## config.mk

```make
export PLATFORM = sky130hd
export DESIGN_NAME = bwt_job_sequencer_flat
export DESIGN_NICKNAME = d
export VERILOG_FILES = /design/src/rtl/bwt_pkg.sv /design/src/rtl/bwt_job_sequencer_if.sv /design/src/rtl/bwt_result_buffer.sv /design/src/rtl/bwt_job_sequencer.sv /design/src/flat_wrapper.sv
export SDC_FILE = /design/constraint.sdc
export NUM_CORES = 1
export LEC_CHECK = 0
export ABC_AREA = 1
export CAP_MARGIN = 20
export CORE_AREA = 2 2 314 316
export CTS_CLUSTER_DIAMETER = 30
export DETAILED_ROUTE_END_ITERATION = 10
export DIE_AREA = 0 0 316 318
export DONT_BUFFER_PORTS = 1
export PLACE_DENSITY = 0.51
export SLEW_MARGIN = 20
export SYNTH_ARGS = -nofsm -noshare
export SYNTH_HDL_FRONTEND = slang
export SYNTH_SLANG_ARGS = --single-unit
```

## constraint.sdc

```tcl
create_clock -name clk -period 3.8 [get_ports clk]
set_input_delay 0.38 -clock clk [delete_from_list [all_inputs] [get_ports clk]]
set_output_delay 0.38 -clock clk [all_outputs]
set_load 0.02 [all_outputs]
```

## src/rtl/bwt_pkg.sv

```systemverilog
// rtl/bwt_pkg.sv - shared types and constants for the BWT job sequencer
package bwt_pkg;
    typedef logic [7:0] byte_t;

    typedef enum logic [2:0] {
        IDLE,
        LOAD,
        DRAIN,
        PAD,
        START,
        WAIT,
        UNLOAD
    } seq_state_e;

    localparam byte_t NO_PRIMARY     = 8'hFF;
    localparam int    STRING_LEN_DEF = 32;
endpackage

```

## src/rtl/bwt_job_sequencer_if.sv

```systemverilog
// rtl/bwt_job_sequencer_if.sv - byte-in / row-out stream bundle of the job sequencer
interface bwt_job_sequencer_if;
    import bwt_pkg::*;

    logic  s_valid;
    logic  s_ready;
    byte_t s_data;
    logic  s_last;

    logic  m_valid;
    logic  m_ready;
    byte_t m_bwt;
    byte_t m_sa;
    logic  m_last;

    modport slave (
        input  s_valid, s_data, s_last,
        output s_ready,
        output m_valid, m_bwt, m_sa, m_last,
        input  m_ready
    );

    modport master (
        output s_valid, s_data, s_last,
        input  s_ready,
        input  m_valid, m_bwt, m_sa, m_last,
        output m_ready
    );
endinterface

```

## src/rtl/bwt_result_buffer.sv

```systemverilog
// rtl/bwt_result_buffer.sv - captured BWT/SA rows, row read counter, primary-index search
module bwt_result_buffer
    import bwt_pkg::*;
#(
    parameter int STRING_LEN = STRING_LEN_DEF
) (
    input  logic                   clk,
    input  logic                   rst,
    input  logic                   capture,
    input  logic                   advance,
    input  byte_t [STRING_LEN-1:0] eng_bwt,
    input  byte_t [STRING_LEN-1:0] eng_sa,
    output byte_t                  row_bwt,
    output byte_t                  row_sa,
    output logic                   row_last,
    output byte_t                  primary_idx
);
    localparam int CW = $clog2(STRING_LEN + 1);
    localparam int IW = $clog2(STRING_LEN);

    byte_t [STRING_LEN-1:0] out_bwt;
    byte_t [STRING_LEN-1:0] out_sa;
    logic  [CW-1:0]         rd_cnt;
    byte_t                  prim_search;

    // Scan downwards so the lowest matching row is the one that sticks.
    always_comb begin
        prim_search = NO_PRIMARY;
        for (int r = STRING_LEN - 1; r >= 0; r--) begin
            if (eng_sa[r] == 8'h00) prim_search = byte_t'(r);
        end
    end

    always_ff @(posedge clk) begin
        if (rst) begin
            out_bwt     <= '0;
            out_sa      <= '0;
            rd_cnt      <= '0;
            primary_idx <= '0;
        end else if (capture) begin
            out_bwt     <= eng_bwt;
            out_sa      <= eng_sa;
            primary_idx <= prim_search;
            rd_cnt      <= '0;
        end else if (advance) begin
            rd_cnt <= row_last ? '0 : rd_cnt + CW'(1);
        end
    end

    assign row_last = (rd_cnt == CW'(STRING_LEN - 1));
    assign row_bwt  = out_bwt[rd_cnt[IW-1:0]];
    assign row_sa   = out_sa[rd_cnt[IW-1:0]];
endmodule

```

## src/rtl/bwt_job_sequencer.sv

```systemverilog
// rtl/bwt_job_sequencer.sv - frame assembly, engine handshake and row streaming; watchdog under BWT_WATCHDOG_EN
module bwt_job_sequencer
    import bwt_pkg::*;
#(
    parameter int    STRING_LEN     = STRING_LEN_DEF,
    parameter byte_t PAD_BYTE       = 8'h00,
    parameter int    TIMEOUT_CYCLES = 65535
) (
    input  logic                   clk,
    input  logic                   rst,
    bwt_job_sequencer_if.slave     io,
    output byte_t                  primary_idx,
    output logic                   frame_err,
    output logic                   timeout_err,
    output logic                   busy,
    output logic                   eng_start,
    output byte_t [STRING_LEN-1:0] eng_string,
    input  logic                   eng_done,
    input  byte_t [STRING_LEN-1:0] eng_bwt,
    input  byte_t [STRING_LEN-1:0] eng_sa,
    output logic                   eng_abort
);
    localparam int CW = $clog2(STRING_LEN + 1);
    localparam int IW = $clog2(STRING_LEN);

    seq_state_e    state, state_next;
    logic [CW-1:0] wr_cnt;
    logic          wait_first;
    logic          accept, at_end, capture, expire, row_last;

    assign accept  = io.s_valid && io.s_ready;
    assign at_end  = (wr_cnt == CW'(STRING_LEN - 1));
    // A done level seen in the first WAIT cycle may belong to the previous job.
    assign capture = (state == WAIT) && eng_done && !wait_first;

    always_ff @(posedge clk) begin
        if (rst) state <= IDLE;
        else     state <= state_next;
    end

    always_comb begin
        state_next = state;
        case (state)
            IDLE:   if (accept) state_next = io.s_last ? PAD : LOAD;
            LOAD: begin
                if (accept) begin
                    if (at_end)         state_next = io.s_last ? START : DRAIN;
                    else if (io.s_last) state_next = PAD;
                end
            end
            DRAIN:  if (accept && io.s_last) state_next = START;
            PAD:    if (at_end) state_next = START;
            START:  state_next = WAIT;
            WAIT: begin
                if (capture)     state_next = UNLOAD;
                else if (expire) state_next = IDLE;
            end
            UNLOAD: if (io.m_ready && row_last) state_next = IDLE;
            default: state_next = IDLE;
        endcase
    end

    always_comb begin
        io.s_ready = state inside {IDLE, LOAD, DRAIN};
        io.m_valid = (state == UNLOAD);
        io.m_last  = (state == UNLOAD) && row_last;
        eng_start  = (state == START);
        busy       = (state != IDLE);
    end

    always_ff @(posedge clk) begin
        if (rst) begin
            eng_string <= {STRING_LEN{PAD_BYTE}};
            wr_cnt     <= '0;
            frame_err  <= 1'b0;
            wait_first <= 1'b0;
        end else begin
            frame_err  <= (state == DRAIN) && accept && io.s_last;
            wait_first <= (state == START);
            case (state)
                IDLE: begin
                    if (accept) begin
                        eng_string[0] <= io.s_data;
                        wr_cnt        <= CW'(1);
                    end
                end
                LOAD: begin
                    if (accept) begin
                        eng_string[wr_cnt[IW-1:0]] <= io.s_data;
                        wr_cnt                     <= wr_cnt + CW'(1);
                    end
                end
                PAD: begin
                    eng_string[wr_cnt[IW-1:0]] <= PAD_BYTE;
                    wr_cnt                     <= wr_cnt + CW'(1);
                end
                START:   wr_cnt <= '0;
                default: ;
            endcase
        end
    end

`ifdef BWT_WATCHDOG_EN
    localparam int WW = $clog2(TIMEOUT_CYCLES + 1);
    logic [WW-1:0] wd_cnt;

    always_ff @(posedge clk) begin
        if (rst || state != WAIT) wd_cnt <= '0;
        else                      wd_cnt <= wd_cnt + WW'(1);
    end

    // A done arriving on the expiry cycle wins over the timeout.
    assign expire = (state == WAIT) && !capture && (wd_cnt == WW'(TIMEOUT_CYCLES - 1));
`else
    // The timeout limit only matters when the watchdog is compiled in.
    logic unused_timeout;
    assign unused_timeout = (TIMEOUT_CYCLES != 0);
    assign expire         = 1'b0;
`endif

    assign timeout_err = expire;
    assign eng_abort   = expire;

    bwt_result_buffer #(
        .STRING_LEN (STRING_LEN)
    ) u_result_buffer (
        .clk         (clk),
        .rst         (rst),
        .capture     (capture),
        .advance     (io.m_valid && io.m_ready),
        .eng_bwt     (eng_bwt),
        .eng_sa      (eng_sa),
        .row_bwt     (io.m_bwt),
        .row_sa      (io.m_sa),
        .row_last    (row_last),
        .primary_idx (primary_idx)
    );
endmodule

```

## src/flat_wrapper.sv

```systemverilog
// flat-port wrapper written by rule: the top's interface ports become plain ports
module bwt_job_sequencer_flat import bwt_pkg::*;
#(
    parameter int    STRING_LEN     = STRING_LEN_DEF,
    parameter byte_t PAD_BYTE       = 8'h00,
    parameter int    TIMEOUT_CYCLES = 65535
)
  (clk, rst, primary_idx, frame_err, timeout_err, busy, eng_start, eng_string, eng_done, eng_bwt, eng_sa, eng_abort, io_s_valid, io_s_data, io_s_last, io_s_ready, io_m_valid, io_m_bwt, io_m_sa, io_m_last, io_m_ready);
  bwt_job_sequencer_if io_i ();
  input  logic clk;
  input  logic rst;
  output byte_t primary_idx;
  output logic frame_err;
  output logic timeout_err;
  output logic busy;
  output logic eng_start;
  output byte_t [STRING_LEN-1:0] eng_string;
  input  logic eng_done;
  input  byte_t [STRING_LEN-1:0] eng_bwt;
  input  byte_t [STRING_LEN-1:0] eng_sa;
  output logic eng_abort;
  input wire logic [$bits(io_i.s_valid)-1:0] io_s_valid;
  input wire logic [$bits(io_i.s_data)-1:0] io_s_data;
  input wire logic [$bits(io_i.s_last)-1:0] io_s_last;
  output wire logic [$bits(io_i.s_ready)-1:0] io_s_ready;
  output wire logic [$bits(io_i.m_valid)-1:0] io_m_valid;
  output wire logic [$bits(io_i.m_bwt)-1:0] io_m_bwt;
  output wire logic [$bits(io_i.m_sa)-1:0] io_m_sa;
  output wire logic [$bits(io_i.m_last)-1:0] io_m_last;
  input wire logic [$bits(io_i.m_ready)-1:0] io_m_ready;
  assign io_i.s_valid = io_s_valid;
  assign io_i.s_data = io_s_data;
  assign io_i.s_last = io_s_last;
  assign io_s_ready = io_i.s_ready;
  assign io_m_valid = io_i.m_valid;
  assign io_m_bwt = io_i.m_bwt;
  assign io_m_sa = io_i.m_sa;
  assign io_m_last = io_i.m_last;
  assign io_i.m_ready = io_m_ready;
  bwt_job_sequencer #(.STRING_LEN(STRING_LEN), .PAD_BYTE(PAD_BYTE), .TIMEOUT_CYCLES(TIMEOUT_CYCLES)) u_core (.clk(clk), .rst(rst), .io(io_i), .primary_idx(primary_idx), .frame_err(frame_err), .timeout_err(timeout_err), .busy(busy), .eng_start(eng_start), .eng_string(eng_string), .eng_done(eng_done), .eng_bwt(eng_bwt), .eng_sa(eng_sa), .eng_abort(eng_abort));
endmodule
```

* Word level (Yosys, flattened, before mapping)
Index checks and enable logic that the tools add are counted.
** Word-level totals
- Bits in registers :: 793
- Bits in latches :: 0
- Memory bits (writable) :: 0
- Memory bits (read-only) :: 0
- Bits of input ports :: 526
- Logic and storage cells :: 236
- Memories kept :: 0
** Operators by class
- Add/sub/neg operators :: 2
- Multipliers :: 0
- Divide/modulo/power cells :: 0
- Magnitude comparators :: 3
- Equal/unequal tests :: 15
- Shifts and indexed selects :: 0
- Multiplexer cells :: 58
- Bitwise gates (word level) :: 2
- Reduce and logical (&&, ||, !) cells :: 54
** Operators by type and width (count)
- $pmux 248 s2 :: 1
- $mux 8 :: 36
- $and 256x256->256 :: 1
- $bwmux 256 :: 1
- $logic_not 8->1 :: 32
- $mux 256 :: 1
- $not 256->256 :: 1
- $bmux 8 s5 :: 2
- $demux 8 s5 :: 1
- $mux 3 :: 9
- $pmux 6 s4 :: 1
- $pmux 8 s3 :: 1
- $pmux 3 s7 :: 1
- $mux 6 :: 3
- $add 6x1->6 const B :: 2
- $eq 6x5->1 const B :: 2
- $lt 5x6->1 const B :: 2
- $logic_and 1x1->1 :: 10
- $ne 2x1->1 const B :: 5
- $eq 3x3->1 const B :: 3
- $reduce_bool 3->1 :: 3
- $reduce_and 7->1 :: 1
- $eq 3x2->1 const B :: 2
- $reduce_and 3->1 :: 2
- 11 further kinds :: 11

* Longest topological paths before layout
Gate-level depths: netlist of run 1.
- Depth in word-level cells :: 33
- Depth in mapped cells :: 35
- Depth with buffers taken out :: 35

* Cells and area by module
A second synthesis of run 1 with hierarchy kept.
** Unflattened totals
- Cells, all modules :: 4389
- Area total of the unflattened synthesis :: 33141.8 sq um
** By module, submodules not included
- bwt_result_buffer :: times used 1, cells each 3328, area each 23338.6 sq um, sequential area each 10490.1 sq um
- bwt_job_sequencer :: times used 1, cells each 1061, area each 9803.2 sq um, sequential area each 5345.1 sq um

* Worst setup path before layout of run 1
No wires, ideal clock.
- Kind :: register to output
- Start point :: reg u_core.u_result_buffer.rd_cnt[0]
- End point :: out io_m_sa[7]
- Data arrival time :: 1.896 ns
- Required time :: 3.420 ns
- Slack :: 1.524 ns
- Stages on the path, launching flop included :: 10
- Buffers on the path :: 3
- Cells stage by stage :: dfxtp_1 > clkbuf_1 > clkbuf_1 > clkbuf_1 > nand2_1 > o21ai_0 > o22ai_1 > a32o_1 > o31ai_1 > inv_1
** Between the ends
- Word-level cells in the longest chain between the ends :: 2
** Ends and longest elaborated chain
- start, declared :: line bwt_result_buffer.sv:23 : logic [CW-1:0] rd_cnt;
- start signal, assigned :: line bwt_result_buffer.sv:46 : rd_cnt <= row_last ? '0 : rd_cnt + CW'(1);
- $bmux 8 s5 :: line bwt_result_buffer.sv:52 : assign row_sa = out_sa[rd_cnt[IW-1:0]];
- $mux 8 (not written as such) :: line bwt_result_buffer.sv:52
- end, declared :: line flat_wrapper.sv:28 : output wire logic [$bits(io_i.m_sa)-1:0] io_m_sa;
Every way passes these cells. The select of a mux whose other input is x is not followed.

* Worst setup path after layout of run 1
- Start point :: reg u_core.u_result_buffer.rd_cnt[1]
- End point :: out io_m_sa[5]
The elaborated chain is that of the path after synthesis.

==> metrics, run 1 <==
first-pass GRT wire length=209 mm; vias in the first global route=32565; CP Max Fanout=34; Routed WL=144 mm; initial antenna violation count=18; max incr delay on CP=0.49 ns; Worst-Skew Late Latency=0.75 ns; VDD IR max=0.452 mV; Internal=21.3 mW; Worst R2R Setup Slack=0.56 ns; Vias/cell=5.27; combinational share of power=7.7%; 1st-iter DRT viols=2686; Fin Setup TNS=0 ns; Layout Skew=0.0243 ns; TritonCTS clock tree=done; die height=318 um; Hold Crit Class=in2reg; reg2reg path depth=10; RSZ-0062 raised after global routing=false; max-slew violations=0; clock sink count=791; critical path launch point type=flip-flop; Crit path depth=9; share of cells above drive strength 1=9.09%; clock root buffer=clkbuf_16; Clock Power Share=61.1%; Mapped Cells=4395; crit-path cells=inv_4 > buf_12 > a21oi_1 > o21ai_0 > nand3_1 > nand3_1 > nand4_1 > o31ai_1 > inv_1; Chip Width=316 um; vias=33100; syn_area_per_cell=7.36 um2; iteration count of the initial detailed-routing pass=6; synthesized area=32300 um2; area of the multi-input gates=13800 um2; pre-CTS setup slack=0.890 ns; CP top delay family=buffers and inverters; Worst Path Required=3.42 ns; GRT overflow=0; RR Endpoint=u_core.state[1]; Seq/Total Area, Yosys=49.0%; prevailing post-synth register cell=dfxtp_1; All-Layer GR Usage=27.6%; worst setup margin=0.238 ns; Worst Setup End Kind=output port; DIE AREA=100000 um2; port bufs=0; reg2reg start=u_core.u_result_buffer.rd_cnt[1]; routed len/inst=22.9 um; Power Total=28.2 mW; floorplan row count=115; Layout area overhead=40.7%; Fmax=281 MHz; critical path arrival=3.18 ns; EDFF count, synth=0; Synth cell types=42; FFs w/ async S/R, synth=0%; Seq pwr share=31.2%; top-level port count=814; hold slack final=0.0595 ns; worst slew pin tran=1.06 ns; FF+latch area=15800 um2; final core utilization=46.7%; Filler Cells Inserted=9423; Tmin final=3.56 ns; CP Capture Point=io_m_sa[5]; Antenna Nets Post-Route=0; count of final setup violators=0; Starting Density=33.2%; sw frac=24.3%; Max H-tree Level=4; Final period util=93.7%; CP dominant cell by count=nand3_1; Max transition margin=29.5%; Detailed Place HPWL=97.4 mm; Final nets=5353; Switch Pwr=6.85 mW; Final Hold Viols=0; Core Box Area=97400 um2; RePlAce Congestion=0.899; max-cap violation count=0; pin count of the biggest net entering global routing=185; Seq cells post-synth=791; status=completed; CP startpoint=u_core.u_result_buffer.rd_cnt[1]; Max clock buf depth=3; yosys warns=0; cell area power density=619 nW/um2; Post-route DRC=0; TritonCTS Buffers=189; crit path max-delay cell type=inv_4; crit path buf inv count=3; Clock transition at path regs=0.04 ns; worst setup path class=reg2out; leakage power=18.3 nW
==> synth_stat cells (2+ instances only) <==
library cell / count / area share (%)
nand3_1: 598 / 9.3
nor4_2: 2 / 0.077
o31ai_1: 14 / 0.32
inv_2: 35 / 0.41
a211oi_1: 2 / 0.046
nor4_1: 50 / 0.97
a21oi_1: 473 / 7.3
inv_1: 307 / 3.6
a32o_1: 11 / 0.34
nand2_1: 786 / 9.1
buf_2: 40 / 0.62
o21ai_0: 670 / 10
nor3_1: 15 / 0.23
o22ai_1: 52 / 1.0
nand2_2: 5 / 0.097
clkinv_1: 6 / 0.070
nand4_1: 19 / 0.37
ha_1: 5 / 0.19
o21ai_1: 70 / 1.1
buf_1: 22 / 0.26
clkbuf_1: 296 / 3.4
a31oi_1: 4 / 0.077
nand3_2: 2 / 0.062
nor3_2: 2 / 0.062
dfxtp_1: 791 / 49
and2_1: 2 / 0.039
nor2_1: 97 / 1.1
buf_4: 5 / 0.12
==> metrics by stage <==
stage	cell area [um2]	cells
2_1_floorplan	32400	4396
3_3_place_gp	33300	5390
3_5_place_dp	33300	5390
4_1_cts	45500	6268
5_1_grt	45500	6275
6_report	45500	6278
==> cells by family (layout without fill, tap and decap cells) <==
| group | after synthesis | count (layout) | synth area share, % |
|---|---|---|---|
| flip-flops | 791 | 791 | 49.0 |
| XOR/XNOR | 2 | 2 | 0.0542 |
| AO/OA/AOI/OAI | 1301 | 1301 | 20.7 |
| other | 1 | 11 | 0.0116 |
| AND/OR/NAND/NOR | 1583 | 1583 | 21.6 |
| adder cells (fa/ha/maj) | 5 | 5 | 0.193 |
| buffers and inverters | 712 | 1298 | 8.51 |
==> timing repair <==
item,CTS,global route
hold buffers,527,0
setup buffers,0,1
gates resized for setup,0,1
endpoints found under the hold margin,535,0
setup endpoints to repair,0,6
==> worst min path at each step <==
stage,depth (start not counted),slack [ns],start,end
finish,2,0.06,eng_bwt[206],u_core.u_result_buffer.out_bwt[206]
global route,4,0.06,rst,u_core.u_result_buffer.out_bwt[230]
CTS,6,0.006,eng_sa[22],u_core.u_result_buffer.primary_idx[0]
detailed placement,2,0.43,u_core.u_result_buffer.out_bwt[160],u_core.u_result_buffer.out_bwt[160]
global placement,2,0.42,u_core.u_result_buffer.out_bwt[57],u_core.u_result_buffer.out_bwt[57]
floorplan,2,0.41,u_core.u_result_buffer.out_bwt[216],u_core.u_result_buffer.out_bwt[216]
==> sequential cells by signal, indices dropped and copies added, names as in the netlist <==
| name | cells |
|---|---|
| u_core.u_result_buffer.primary_idx | 6 |
| u_core.eng_string | 256 |
| u_core.u_result_buffer.out_sa | 256 |
| u_core.state | 3 |
| u_core.wait_first | 1 |
| u_core.u_result_buffer.rd_cnt | 6 |
| u_core.u_result_buffer.out_bwt | 256 |
| u_core.frame_err | 1 |
| u_core.wr_cnt | 6 |
==> cells in the final DEF (no fill, tap or decap), types with 4 or more instances in the layout <==
cell type	netlist	final
a21oi_1	473	472
a31oi_1	4	4
a32o_1	11	11
buf_12	0	18
buf_4	5	53
bufinv_16	0	30
clkbuf_1	296	28
clkbuf_16	0	194
clkbuf_8	1	36
clkinv_1	6	6
clkinv_2	0	28
clkinv_4	0	8
clkinv_8	0	4
clkinvlp_4	0	15
dfxtp_1	791	788
diode_2	0	9
dlygate4sd3_1	0	527
ha_1	5	5
inv_1	307	306
inv_2	35	32
inv_6	0	5
nand2_1	786	786
nand2_2	5	5
nand3_1	598	598
nand4_1	19	19
nor2_1	97	95
nor3_1	15	15
nor4_1	50	50
o21ai_0	670	670
o21ai_1	70	70
o22ai_1	52	52
o31ai_1	14	14
==> layer usage <==
layer  routed length, um  GRT usage [%]
met5                  77              0
met4                7050           13.9
met3               11700           7.70
met2               66900           45.2
met1               58300           32.9
==> power groups by stage <==
stage	combinational, mW	clock [mW]	sequential, mW
after floorplan	1.10	0	8.86
after detailed placement	1.61	0	8.95
after global routing	2.32	17.9	8.82
final	2.16	17.2	8.80
after CTS	2.14	17.4	8.80
after global placement	1.60	0	8.95
==> final cells by class <==
| class | instances | area share [%] |
|---|---|---|
| multi-input combinational | 2893 | 30.3 |
| clock inverter | 93 | 3.13 |
| tap | 1287 | 3.54 |
| clock buffer | 258 | 12.0 |
| sequential | 791 | 34.8 |
| antenna | 9 | 0.0495 |
| inverter | 348 | 2.92 |
| timing repair buffer | 599 | 13.3 |
Power figures use the tool's default switching activity.
==> run 2: changes to the inputs <==
Settings changed: ABC_AREA 1 to not set, CORE_AREA 2 2 314 316 to 2 2 315 317, DIE_AREA 0 0 316 318 to 0 0 317 319, PLACE_DENSITY 0.51 to 0.49.
==> run 2 against run 1 <==
  * Synthesized cell count shrank 36%
  * Critical path depth down 5
  * Register-to-register slack better by 0.09 ns
  * Die area is 0.63% higher
  * Clock-buffer cell count is 31 lower
  * Via count is 18% lower
  * Wire length shrank 11%
  * Fmax shrank 2.3%
  * Core utilization shrank 1.5 points
  * Sequential cell count unchanged
==> metrics, run 2 <==
Synth cell types=58 (+38%); die height=319 um (+0.31%); Max clock buf depth=3 (unchanged); routed len/inst=26.7 um (+16%); Max H-tree Level=4 (unchanged); Detailed Place HPWL=86.8 mm (-11%); final core utilization=45.2% (-1.5 points); count of final setup violators=0 (unchanged); Starting Density=31.4% (-1.8 points); RePlAce Congestion=0.962 (+7.1%); Seq cells post-synth=791 (unchanged); Final period util=95.9% (+2.2 points); Routed WL=128 mm (-11%); port bufs=0 (unchanged); Layout area overhead=43.8%; worst setup margin=0.155 ns (-0.0824 ns); critical path arrival=3.26 ns (+0.08 ns); DIE AREA=101000 um2 (+0.63%); leakage power=16.3 nW (-11%); Final nets=3889 (-27%); synthesized area=30700 um2 (-5.1%); Fin Setup TNS=0 ns (unchanged); Clock transition at path regs=0.05 ns (about the same); Hold Crit Class=in2reg; Synth area leaders=dfxtp_1 (52%), a22o_1 (15%), mux4_2 (12%); vias=26979 (-18%); 1st-iter DRT viols=2600 (-3.2%); clock sink count=791 (unchanged); TritonCTS Buffers=181 (-4.2%); biggest regs=u_core.eng_string (256), u_core.u_result_buffer.out_bwt (256), u_core.u_result_buffer.out_sa (256); Placement Cell Area=31800 um2 (-4.6%); Fmax=274 MHz (-2.3%); vias in the first global route=27592 (-15%); cell area after layout=44200 um2 (-3.0%); yosys warns=0 (unchanged); Tmin final=3.64 ns (+0.0824 ns); VDD IR max=0.409 mV (-9.6%); Layout Skew=0.0511 ns (+0.0268 ns); TritonCTS clock tree=done; top-count cell post-synth=dfxtp_1; Chip Width=317 um (+0.32%); FFs w/ async S/R, synth=0% (unchanged); first-pass GRT wire length=185 mm (-12%); Antenna Nets Post-Route=0 (unchanged); top cell type by total area after synthesis=dfxtp_1; max-cap violation count=0 (unchanged); Power Total=26.2 mW (-7.2%); Post-route DRC=0 (unchanged); critical path launch point type=flip-flop; iteration count of the initial detailed-routing pass=6 (unchanged); most frequent cells in the layout=dfxtp_1 (787), dlygate4sd3_1 (572), a22o_1 (512); pin count of the biggest net entering global routing=217 (+17%); max-slew violations=0 (unchanged); EDFF count, synth=0 (unchanged); crit-path cells=buf_16 > mux4_2 > mux4_2 > mux2_2; status=completed; most common cell after layout, fill and taps aside=dfxtp_1; clock root buffer=clkbuf_16; Core Box Area=97700 um2 (+0.30%); Synth top cells by count=dfxtp_1 (791), a22o_1 (512), nand2_1 (307); All-Layer GR Usage=24.4% (-3.2 points); Worst Path Required=3.42 ns (about the same); Final Hold Viols=0 (unchanged); Post-CTS Setup Bufs=0 (unchanged); syn_area_per_cell=10.9 um2 (+47%); worst setup path class=reg2out; initial antenna violation count=15 (-3); worst slew pin tran=1.02 ns (-0.0344 ns); Vias/cell=5.61 (+6.4%); max incr delay on CP=0.58 ns (+0.09 ns); cell area power density=592 nW/um2 (-4.3%); GRT overflow=0 (unchanged); Seq/Total Area, Yosys=51.6% (+2.6 points); share of cells above drive strength 1=16.2% (+7.1 points); crit path max-delay cell type=mux4_2; CP dominant cell by count=mux4_2; top-level port count=814 (unchanged); CP Max Fanout=63 (+85%); RSZ-0062 raised after global routing=false; Mapped Cells=2830 (-36%); Max transition margin=31.1% (+1.7 points); floorplan row count=115 (unchanged); Worst Setup End Kind=output port; Worst-Skew Late Latency=0.78 ns (+0.03 ns); prevailing post-synth register cell=dfxtp_1; post-synth top area share=51.6% (+2.6 points); pre-CTS setup slack=0.851 ns (-0.0389 ns)
[run 2: changes by cell type in the layout (fill, tap and decap cells not counted), moves of 52 or more]
| cell | previous run | this run |
|---|---|---|
| o22ai_1 | 52 | 0 |
| o21ai_1 | 70 | 2 |
| mux4_2 | 0 | 160 |
| inv_1 | 306 | 4 |
| nand2_1 | 786 | 307 |
| a22o_1 | 0 | 512 |
| o21ai_0 | 670 | 10 |
| a21oi_1 | 472 | 247 |
| nand3_1 | 598 | 243 |
[run 2: final cells by class]
| class | instances | area (um2) |
|---|---|---|
| inverter | 4 | 15.0 |
| timing repair buffer | 627 | 6370 |
| fill | 8850 | 53500 |
| clock inverter | 106 | 1610 |
| tap | 1287 | 1610 |
| clock buffer | 227 | 4980 |
| antenna | 12 | 30.0 |
| sequential | 791 | 15800 |
| multi-input combinational | 1753 | 13700 |
[run 2: path summary, 6_finish.rpt]
kind | slack (ns) | depth (start not counted) | start | end
worst max-delay path | 0.16 | 4 | u_core.u_result_buffer.rd_cnt[0] | io_m_sa[5]
worst min-delay path | 0.07 | 4 | eng_sa[0] | u_core.u_result_buffer.primary_idx[0]
worst max register to register | 0.65 | 7 | u_core.state[0] | u_core.eng_string[199]
worst min register to register | 0.47 | 1 | u_core.u_result_buffer.out_bwt[80] | u_core.u_result_buffer.out_bwt[80]
[run 2: power by group]
group | switching (mW) | internal, mW | leakage (nW)
Clock | 5.37 | 11.1 | 3.17
Combinational | 0.662 | 0.560 | 6.76
Sequential | 0.0904 | 8.40 | 6.37
Total | 6.12 | 20.0 | 16.3
[run 2: routing by layer]
layer	vias to the layer above	wire (um)	GRT usage (%)
met1	13321	49500	28.6
li1	11851	-	-
met2	1440	60400	39.6
met3	359	11200	7.25
met4	8	7200	14.0
met5	-	49	0
[run 2: what timing repair did]
item                                    in CTS  in global routing
hold buffers                               573                  0
endpoints found under the setup margin       0                  2
hold endpoints to repair                   786                  0
resized for setup                            0                  1
[run 2: critical path, delay by kind of cell (launching register included)]
| family | cells | cell delay, ns |
|---|---|---|
| flops | 1 | 0.48 |
| buf+inv | 1 | 0.42 |
| mux | 3 | 1.55 |
[run 2: through the flow]
| stage | hold WS, ns | instances |
|---|---|---|
| 2_1_floorplan | 0.444 | 2831 |
| 3_3_place_gp | 0.456 | 3889 |
| 3_5_place_dp | 0.458 | 3889 |
| 4_1_cts | 0.00826 | 4795 |
| 5_1_grt | 0.0575 | 4805 |
| 6_report | 0.0742 | 4807 |
[run 2: cell families (layout without fill, tap and decap cells)]
kind of cell             after synthesis  count (layout)  synth area share [%]
multiplexers                         199             199                  13.1
AND/OR/NAND/NOR                      737             737                  11.2
flip-flops                           791             791                  51.6
other                                  1              14                0.0122
adder cells (fa/ha/maj)                5               5                 0.204
buffers and inverters                287             964                  4.03
XOR/XNOR                               5               5                 0.143
AO/OA/AOI/OAI                        805             805                  19.8
